**src/rtl/mdu_mul_issue.sv**
```systemverilog
// Issue/response controller for the MDU radix-4 multiplier: queues M-extension
// multiply requests, sequences the multiplier handshake and returns tagged results.
module mdu_mul_issue #(
    parameter int unsigned DEPTH = 2,
    parameter int unsigned TAGW  = 5
) (
    input  logic            clk,
    input  logic            rst_n,
    input  logic            flush,
    input  logic            req_valid,
    output logic            req_ready,
    input  logic [2:0]      req_funct3,
    input  logic [31:0]     req_rs1,
    input  logic [31:0]     req_rs2,
    input  logic [TAGW-1:0] req_rd,
    output logic            resp_valid,
    input  logic            resp_ready,
    output logic [31:0]     resp_data,
    output logic [TAGW-1:0] resp_rd,
    output logic            resp_err,
    output logic            mul_in_valid,
    output logic [1:0]      mul_type,
    output logic [31:0]     multiplicand,
    output logic [31:0]     multiplier,
    output logic            cpu_busy,
    input  logic            mul_busy,
    input  logic            mul_out_valid,
    input  logic [31:0]     mul_out
);

    localparam int unsigned XLEN = 32;
    localparam int unsigned PW   = (DEPTH > 1) ? $clog2(DEPTH) : 1;
    localparam int unsigned CW   = PW + 1;

    typedef struct packed {
        logic [2:0]      funct3;
        logic [XLEN-1:0] rs1;
        logic [XLEN-1:0] rs2;
        logic [TAGW-1:0] rd;
    } req_t;

    typedef struct packed {
        logic [1:0]      mtype;
        logic [XLEN-1:0] rs1;
        logic [XLEN-1:0] rs2;
        logic [TAGW-1:0] rd;
    } op_t;

    typedef enum logic [1:0] {
        S_IDLE,
        S_ISSUE,
        S_WAIT,
        S_DROP
    } state_e;

    state_e          state_q, state_d;
    req_t            mem_q [DEPTH];
    req_t            mem_d [DEPTH];
    logic [PW-1:0]   wr_ptr_q, wr_ptr_d;
    logic [PW-1:0]   rd_ptr_q, rd_ptr_d;
    logic [CW-1:0]   count_q, count_d;
    op_t             op_q, op_d;
    logic            resp_valid_q, resp_valid_d;
    logic [XLEN-1:0] resp_data_q, resp_data_d;
    logic [TAGW-1:0] resp_rd_q, resp_rd_d;
    logic            resp_err_q, resp_err_d;
    logic            mul_in_valid_q, mul_in_valid_d;

    req_t head;
    logic push;
    logic pop;
    logic resp_free;
    logic head_illegal;
    logic head_zero;

    assign req_ready    = (count_q != CW'(DEPTH));
    assign push         = req_valid && req_ready && !flush;
    assign resp_free    = !resp_valid_q || resp_ready;
    assign head         = mem_q[rd_ptr_q];
    assign head_illegal = head.funct3[2];
    assign head_zero    = (head.rs1 == '0) || (head.rs2 == '0);

    // Must act in the same cycle as mul_out_valid to keep the multiplier in DONE.
    assign cpu_busy = (state_q == S_WAIT) && mul_out_valid && !flush && !resp_free;

    assign resp_valid   = resp_valid_q;
    assign resp_data    = resp_data_q;
    assign resp_rd      = resp_rd_q;
    assign resp_err     = resp_err_q;
    assign mul_in_valid = mul_in_valid_q;
    assign mul_type     = op_q.mtype;
    assign multiplicand = op_q.rs1;
    assign multiplier   = op_q.rs2;

    // Next-state: FIFO bookkeeping, issue sequencing and response register.
    always_comb begin
        state_d        = state_q;
        mem_d          = mem_q;
        wr_ptr_d       = wr_ptr_q;
        rd_ptr_d       = rd_ptr_q;
        count_d        = count_q;
        op_d           = op_q;
        resp_valid_d   = resp_valid_q;
        resp_data_d    = resp_data_q;
        resp_rd_d      = resp_rd_q;
        resp_err_d     = resp_err_q;
        mul_in_valid_d = 1'b0;
        pop            = 1'b0;

        if (resp_valid_q && resp_ready) begin
            resp_valid_d = 1'b0;
        end

        case (state_q)
            S_IDLE: begin
                if (!flush && (count_q != '0) && !mul_busy) begin
                    if (head_illegal || head_zero) begin
                        if (resp_free) begin
                            pop          = 1'b1;
                            resp_valid_d = 1'b1;
                            resp_data_d  = '0;
                            resp_rd_d    = head.rd;
                            resp_err_d   = head_illegal;
                        end
                    end else begin
                        pop            = 1'b1;
                        op_d.mtype     = head.funct3[1:0];
                        op_d.rs1       = head.rs1;
                        op_d.rs2       = head.rs2;
                        op_d.rd        = head.rd;
                        mul_in_valid_d = 1'b1;
                        state_d        = S_ISSUE;
                    end
                end
            end
            S_ISSUE: begin
                state_d = flush ? S_DROP : S_WAIT;
            end
            S_WAIT: begin
                if (flush) begin
                    // A result arriving with the flush is simply dropped.
                    state_d = mul_out_valid ? S_IDLE : S_DROP;
                end else if (mul_out_valid && resp_free) begin
                    resp_valid_d = 1'b1;
                    resp_data_d  = mul_out;
                    resp_rd_d    = op_q.rd;
                    resp_err_d   = 1'b0;
                    state_d      = S_IDLE;
                end
            end
            S_DROP: begin
                if (mul_out_valid) begin
                    state_d = S_IDLE;
                end
            end
            default: state_d = S_IDLE;
        endcase

        if (push) begin
            mem_d[wr_ptr_q] = '{funct3: req_funct3, rs1: req_rs1, rs2: req_rs2, rd: req_rd};
            wr_ptr_d        = wr_ptr_q + PW'(1);
        end
        if (pop) begin
            rd_ptr_d = rd_ptr_q + PW'(1);
        end
        count_d = count_q + CW'(push) - CW'(pop);

        if (flush) begin
            wr_ptr_d     = '0;
            rd_ptr_d     = '0;
            count_d      = '0;
            resp_valid_d = 1'b0;
        end
    end

    always_ff @(posedge clk) begin
        if (!rst_n) begin
            state_q        <= S_IDLE;
            mem_q          <= '{default: '0};
            wr_ptr_q       <= '0;
            rd_ptr_q       <= '0;
            count_q        <= '0;
            op_q           <= '0;
            resp_valid_q   <= 1'b0;
            resp_data_q    <= '0;
            resp_rd_q      <= '0;
            resp_err_q     <= 1'b0;
            mul_in_valid_q <= 1'b0;
        end else begin
            state_q        <= state_d;
            mem_q          <= mem_d;
            wr_ptr_q       <= wr_ptr_d;
            rd_ptr_q       <= rd_ptr_d;
            count_q        <= count_d;
            op_q           <= op_d;
            resp_valid_q   <= resp_valid_d;
            resp_data_q    <= resp_data_d;
            resp_rd_q      <= resp_rd_d;
            resp_err_q     <= resp_err_d;
            mul_in_valid_q <= mul_in_valid_d;
        end
    end

endmodule

```
**config.mk**
```make
export PLATFORM = sky130hd
export DESIGN_NAME = mdu_mul_issue
export DESIGN_NICKNAME = d
export VERILOG_FILES = /design/src/rtl/mdu_mul_issue.sv
export SDC_FILE = /design/constraint.sdc
export NUM_CORES = 1
export LEC_CHECK = 0
export BUFFER_PORTS_ARGS = -buffer_cell sky130_fd_sc_hd__buf_2
export CORE_UTILIZATION = 50
export DETAILED_ROUTE_END_ITERATION = 8
export PLACE_DENSITY = 0.86
export SLEW_MARGIN = 20
export SYNTH_ARGS = -nofsm -noshare
export SYNTH_HDL_FRONTEND = slang
export SYNTH_SLANG_ARGS = --single-unit
```
**constraint.sdc**
```tcl
create_clock -name clk -period 2.3 [get_ports clk]
set_input_delay 0.345 -clock clk [delete_from_list [all_inputs] [get_ports clk]]
set_output_delay 0.345 -clock clk [all_outputs]
set_load 0.005 [all_outputs]
```
==> qor.txt, run 1 <==
Clk pin slew, worst setup/hold paths: 0.06 ns
Synth Flop Type: dfxtp_1
worst reg2reg startpoint: rd_ptr_q$_SDFFE_PP0P_
DP HPWL: 20,300 µm
Layout area overhead: 27.75%
io pins: 219
Cells after DPL: 1,760
part of the Yosys area used for sequential elements: 0.4672
Die Wd: 151.6 µm
WL per Instance: 17.49 µm
Req. time, crit path: 2.72 ns
Crit. path cell count: 13
Netlist cell types: 44
ys async rst share: 0
Buffers on Ports: 218
dpl cell area: 12,830 µm²
Max Freq: 0.3836 GHz
min Tclk post-route: 2.607 ns
Die Y: 151.6 µm
largest net degree at the start of global routing: 75
status: finished, violations left
grt ovf: 0
Critical path buffers and inverters: 2
insertion delay of the later-clocked pin in the worst-skew pair: 0.53 ns
final setup vio count: 112
antenna violations before repair: 4
total core area: 21,890 µm²
DR pass1 iterations: 5
RSZ-0062 raised after global routing: true
routed vias/inst: 5.527
CTS H-tree depth: 1
routability cong.: 0.8616
Switching Share: 0.2319
fin area: 14,290 µm²
Sw Pwr: 2291 µW
worst reg2reg path endpoint: count_q[1]$_SDFF_PP0_
vias in the first global route: 9,640
Final ANT Viol Nets: 0
non-filler cells, final: 1,834
commonest non-fill, non-tap cell in the layout: nand2_1
relative slew slack: 0.6246
Cell Area, Synth: 11,180 µm²
pre-CTS WS: -0.3046 ns
failing checks: setup timing
Mapped Cells: 1,302
commonest cells after routing, fill and taps aside: nand2_1, dfxtp_1, buf_2
Sink Count: 261
# nets final: 1,648
CP Launch Point: rd_ptr_q$_SDFFE_PP0P_
Tot Pwr: 9877 µW
total number of vias: 10,137
slowest cell on the critical path: or4_1
syn nets: 1,415
Max Cap Viol: 0
cell internal pwr: 7587 µW
syn_area_per_cell: 8.589 µm²
CTS buffer count: 27
Yosys top cell by area: dfxtp_1
Detailed Route WL: 32,070 µm
end of the critical path: count_q[1]$_SDFF_PP0_
Worst Tran Pin Value: 0.5632 ns
Pwr per Cell Area: 691.4 nW/µm²
Critical Path Fanout Max: 7
crit-path max cell delay: 0.45 ns
yosys warns: 0
sequential share of power: 0.473
Tightest Hold Check Type: in -> reg
peak supply drop: 0.0004509 V
filler cell count: 1,654
Max Root-Sink Buffers: 3
CTS tree: yes
area of the multi-input gates: 5213 µm²
Yosys reg bits: 261
first-pass GRT wire length: 47,960 µm
Critical Path Sink Type: register
WS Path Type: reg -> reg
Critical Path AT: 3.02 ns
startpoint types: register
root buf cell: clkbuf_16
Total Die Area: 22,970 µm²
Reg2Reg Depth: 13
Comb pwr share: 0.094
final hold vios: 0
Tcrit/Tclk final: 1.133
Residual DRC: 0
CP cell instances: buf_6, or4_1, o2bb2ai_2, nand4_1, o21ba_4, nand2_4, a21oi_2, ha_1, inv_2, ha_4, xor2_2, xnor2_1, nor2_1
top-area cell type share of the netlist area: 0.4672
Crit path max-delay family: simple AND/OR/NAND/NOR gates
r2r setup slk: -0.31 ns
total track usage: 0.2628
largest cells by area after synthesis: dfxtp_1, nand2_1, mux2_2
Slew Limit Fails: 0
final hold slack: 0.02693 ns
Sequential cell area: 5229 µm²
final clock skew: 0.009581 ns
Clock power frac: 0.433
row count: 54
Post-synth EDFFs: 0
1st-iter DRT viols: 877
layout cells sized above 1: 0.3258
starting density of the core: 0.5109
leakage power: 0.006427 µW
final worst setup slack: -0.3067 ns
-- stage by stage --
step                      utilization  TNS (ns)
after floorplan                     -  -0.05874
after global placement         0.5863   -0.2971
after detailed placement       0.5863    -1.705
final                          0.6526    -18.23
after CTS                      0.6411    -6.396
after global routing           0.6525    -28.60
-- power by group through the flow --
| stage | Clock (µW) | Sequential (µW) | Combinational [µW] |
|---|---|---|---|
| after detailed placement | 0 | 4760 | 805 |
| after floorplan | 0 | 4750 | 432 |
| after global placement | 0 | 4750 | 790 |
| after CTS | 4340 | 4660 | 858 |
| final | 4280 | 4670 | 929 |
| after global routing | 4530 | 4680 | 993 |
-- how the worst min path moves through the flow --
stage,start,endpoint,cells after the start
2_1_floorplan,mem_q[0]$_SDFFE_PN0P_,mem_q[0]$_SDFFE_PN0P_,2
3_5_place_dp,mem_q[72]$_SDFFE_PN0P_,mem_q[72]$_SDFFE_PN0P_,2
3_3_place_gp,mem_q[69]$_SDFFE_PN0P_,mem_q[69]$_SDFFE_PN0P_,2
5_1_grt,mul_out[25],resp_data[25]$_SDFFE_PN0P_,2
4_1_cts,mul_out[5],resp_data[5]$_SDFFE_PN0P_,2
6_report,mul_out[22],resp_data[22]$_SDFFE_PN0P_,2
-- cells in the mapped netlist, types with 5 or more instances --
cell and instances:
buf_4 67, mux2i_1 72, mux2_2 73, nand2_1 447
clkbuf_1 71, buf_2 9, nor4_1 24, a21oi_1 154
dfxtp_1 261, nor2_1 8, or4_1 7, nand4_1 5
a32o_1 33, and2_1 7, mux2_1 5, buf_6 10
-- flip-flops by register name (all words and copies together), names as in the netlist, 2 cells and up --
name	count
state_q	2
mul_type	2
resp_data	32
mem_q	144
multiplicand	32
op_q	5
multiplier	32
resp_rd	5
count_q	2
-- cell type report --
class | count | area share
well taps | 280 | 0.02452
clock inverters | 5 | 0.005605
multi-input cells | 878 | 0.3649
flip-flops and latches | 261 | 0.3660
repair buffers | 362 | 0.1822
diodes | 4 | 0.0007006
inverters | 5 | 0.001489
clock buffers | 39 | 0.05465
-- routing by layer --
metal  up-vias  track usage  share of wire
li1       4802            -              -
met3        74      0.04012          0.075
met1      4805       0.3225           0.39
met5         -            0        0.00041
met4         2       0.1188          0.034
met2       454       0.4530           0.50
-- kinds of logic after synthesis --
| kind of cell | Yosys count | synth area share |
|---|---|---|
| and+or+nand+nor | 518 | 0.1894 |
| adders and majority gates | 2 | 0.002237 |
| buffers and inverters | 163 | 0.08492 |
| muxes | 150 | 0.1430 |
| xor gates and xnor gates | 2 | 0.001567 |
| AOI/OAI and AO/OA | 206 | 0.1117 |
| DFF | 261 | 0.4672 |
-- what timing repair did --
| action | 4_1_cts | 5_1_grt |
|---|---|---|
| buffers inserted | 11 | 8 |
| endpoints found under the setup margin | 100 | 111 |
| gates cloned | 5 | 7 |
| gates resized for setup | 27 | 20 |
| pin swaps | 9 | 32 |
| hold buffers | 0 | 0 |
Power figures use the tool's default switching activity.
==> inputs of run 2 (changes only) <==
--- a/config.mk
+++ b/config.mk
@@ -8,7 +8,7 @@
 export BUFFER_PORTS_ARGS = -buffer_cell sky130_fd_sc_hd__buf_2
 export CORE_UTILIZATION = 50
 export DETAILED_ROUTE_END_ITERATION = 8
-export PLACE_DENSITY = 0.86
+export PLACE_DENSITY = 0.78
 export SLEW_MARGIN = 20
 export SYNTH_ARGS = -nofsm -noshare
 export SYNTH_HDL_FRONTEND = slang
==> constraint.sdc (replaced) <==
create_clock -name clk -period 2.3 [get_ports clk]
set_input_delay 0.115 -clock clk [delete_from_list [all_inputs] [get_ports clk]]
set_output_delay 0.115 -clock clk [all_outputs]
set_load 0.005 [all_outputs]
==> run 2 against run 1 <==
  * Critical path type unchanged
  * Design area increased by 7.3%
  * Clock skew increased by 0.0017 ns
  * Die area unchanged
  * Largest power group is now the clock network
  * The flow still finishes with violations (setup timing)
==> qor.txt, run 2 (synthesized netlist as in run 1, its figures left out) <==
Max Freq: 0.3921 GHz
CP cell instances: nor4_2, buf_4, nand4_1, mux2_2, o21ba_4, nand2_2, a21oi_2, ha_1, inv_2, ha_4, xor2_2, xnor2_1, nor2_1
Slew Limit Fails: 0
crit-path max cell delay: 0.33 ns
Crit path max-delay family: simple AND/OR/NAND/NOR gates
io pins: 219
Critical path buffers and inverters: 2
min Tclk post-route: 2.550 ns
status: finished, violations left
Critical Path Sink Type: register
DP HPWL: 19,940 µm
Worst Tran Pin Value: 0.7056 ns
WS Path Type: reg -> reg
area of the multi-input gates: 5181 µm²
total track usage: 0.2773
fin area: 15,330 µm²
Critical Path Fanout Max: 2
Req. time, crit path: 2.72 ns
Buffers on Ports: 218
final setup vio count: 50
1st-iter DRT viols: 660
Final ANT Viol Nets: 0
Pwr per Cell Area: 686.5 nW/µm²
RSZ-0062 raised after global routing: true
relative slew slack: 0.5296
Clk pin slew, worst setup/hold paths: 0.06 ns
sequential share of power: 0.443
Comb pwr share: 0.100
CTS tree: yes
Reg2Reg Depth: 13
Layout area overhead: 37.11%
Tcrit/Tclk final: 1.109
Switching Share: 0.2302
starting density of the core: 0.5109
CP Launch Point: mem_q[103]$_SDFFE_PN0P_
total number of vias: 10,534
r2r setup slk: -0.25 ns
Max Root-Sink Buffers: 3
Critical Path AT: 2.97 ns
Sw Pwr: 2423 µW
CTS H-tree depth: 1
Sink Count: 261
commonest non-fill, non-tap cell in the layout: nand2_1
Die Y: 151.6 µm
filler cell count: 1,596
startpoint types: register
cell internal pwr: 8103 µW
final worst setup slack: -0.2504 ns
WL per Instance: 17.13 µm
Detailed Route WL: 33,110 µm
dpl cell area: 12,740 µm²
Residual DRC: 0
routability cong.: 0.8368
first-pass GRT wire length: 50,730 µm
DR pass1 iterations: 5
final core occ: 0.7004
total core area: 21,890 µm²
leakage power: 0.006859 µW
Total Die Area: 22,970 µm²
Top reg by flops: mem_q
end of the critical path: count_q[1]$_SDFF_PP0_
commonest cells after routing, fill and taps aside: nand2_1, dfxtp_1, buf_2
worst reg2reg path endpoint: count_q[1]$_SDFF_PP0_
antenna violations before repair: 0
Die Wd: 151.6 µm
failing checks: setup timing
final clock skew: 0.01131 ns
routed vias/inst: 5.450
slowest cell on the critical path: dfxtp_1
# nets final: 1,745
layout cells sized above 1: 0.3075
max FFs per register: 144
root buf cell: clkbuf_16
CTS buffer count: 27
insertion delay of the later-clocked pin in the worst-skew pair: 0.53 ns
Crit. path cell count: 13
final hold vios: 0
Max Cap Viol: 0
final hold slack: 0.02725 ns
grt ovf: 0
Tightest Hold Check Type: in -> reg
worst reg2reg startpoint: mem_q[103]$_SDFFE_PN0P_
vias in the first global route: 10,279
peak supply drop: 0.0004959 V
Clock power frac: 0.457
largest net degree at the start of global routing: 112
Sequential cell area: 5233 µm²
pre-CTS WS: -0.2763 ns
row count: 54
## run 2: what timing repair did
action | 4_1_cts | 5_1_grt
resized for setup | 42 | 16
hold endpoints to repair | 179 | 0
endpoints found under the setup margin | 83 | 111
hold buffers | 105 | 0
cloned | 6 | 4
pin swaps | 38 | 18
setup buffers | 14 | 1
## run 2: area by class of cell
class	count	share of cell area
Antenna cell	1	0.0001632
Clock buffer	36	0.05149
Clock inverter	13	0.01338
Inverter	5	0.001387
Multi-Input combinational cell	878	0.3379
Sequential cell	261	0.3412
Tap cell	280	0.02285
Timing Repair Buffer	459	0.2316
## run 2: tightest hold or removal path, cell delays in order
cell,delay [ns]
buf_2,0.07
nor2b_1,0.10
a21oi_1,0.13
a21oi_1,0.08
## run 2: how the worst min path moves through the flow
stage / slack, ns / cells after the start / end / from
after global placement: 0.33 / 2 / resp_data[22]$_SDFFE_PN0P_ / mul_out[22]
after detailed placement: 0.33 / 2 / resp_data[20]$_SDFFE_PN0P_ / mul_out[20]
final: 0.03 / 4 / resp_valid$_SDFF_PP0_ / resp_ready
after floorplan: 0.24 / 1 / state_q[1]$_SDFFE_PN0P_ / mul_out_valid
after global routing: 0.05 / 4 / resp_valid$_SDFF_PP0_ / resp_ready
after CTS: 0.01 / 4 / resp_valid$_SDFF_PP0_ / resp_ready
## run 2: metal layers
metal / share of wire / global-route usage
met1: 0.41 / 0.3373
met5: 0 / 0
met4: 0.040 / 0.1198
met2: 0.49 / 0.4906
met3: 0.057 / 0.03383
## run 2: power by group through the flow
stage | Clock (µW) | Combinational [µW] | Sequential, µW
floorplan | 0 | 432 | 4750
global placement | 0 | 791 | 4750
global route | 5060 | 1120 | 4670
detailed placement | 0 | 802 | 4760
finish | 4810 | 1050 | 4660
CTS | 4860 | 1020 | 4660
## run 2: per-stage QoR
| step | TNS, ns | total power (µW) | std cells |
|---|---|---|---|
| 2_1_floorplan | -0.05874 | 5178 | 1302 |
| 3_3_place_gp | -0.2259 | 5546 | 1758 |
| 3_5_place_dp | -1.730 | 5563 | 1758 |
| 4_1_cts | -7.386 | 10540 | 1931 |
| 5_1_grt | -14.04 | 10860 | 1932 |
| 6_report | -5.163 | 10530 | 1933 |
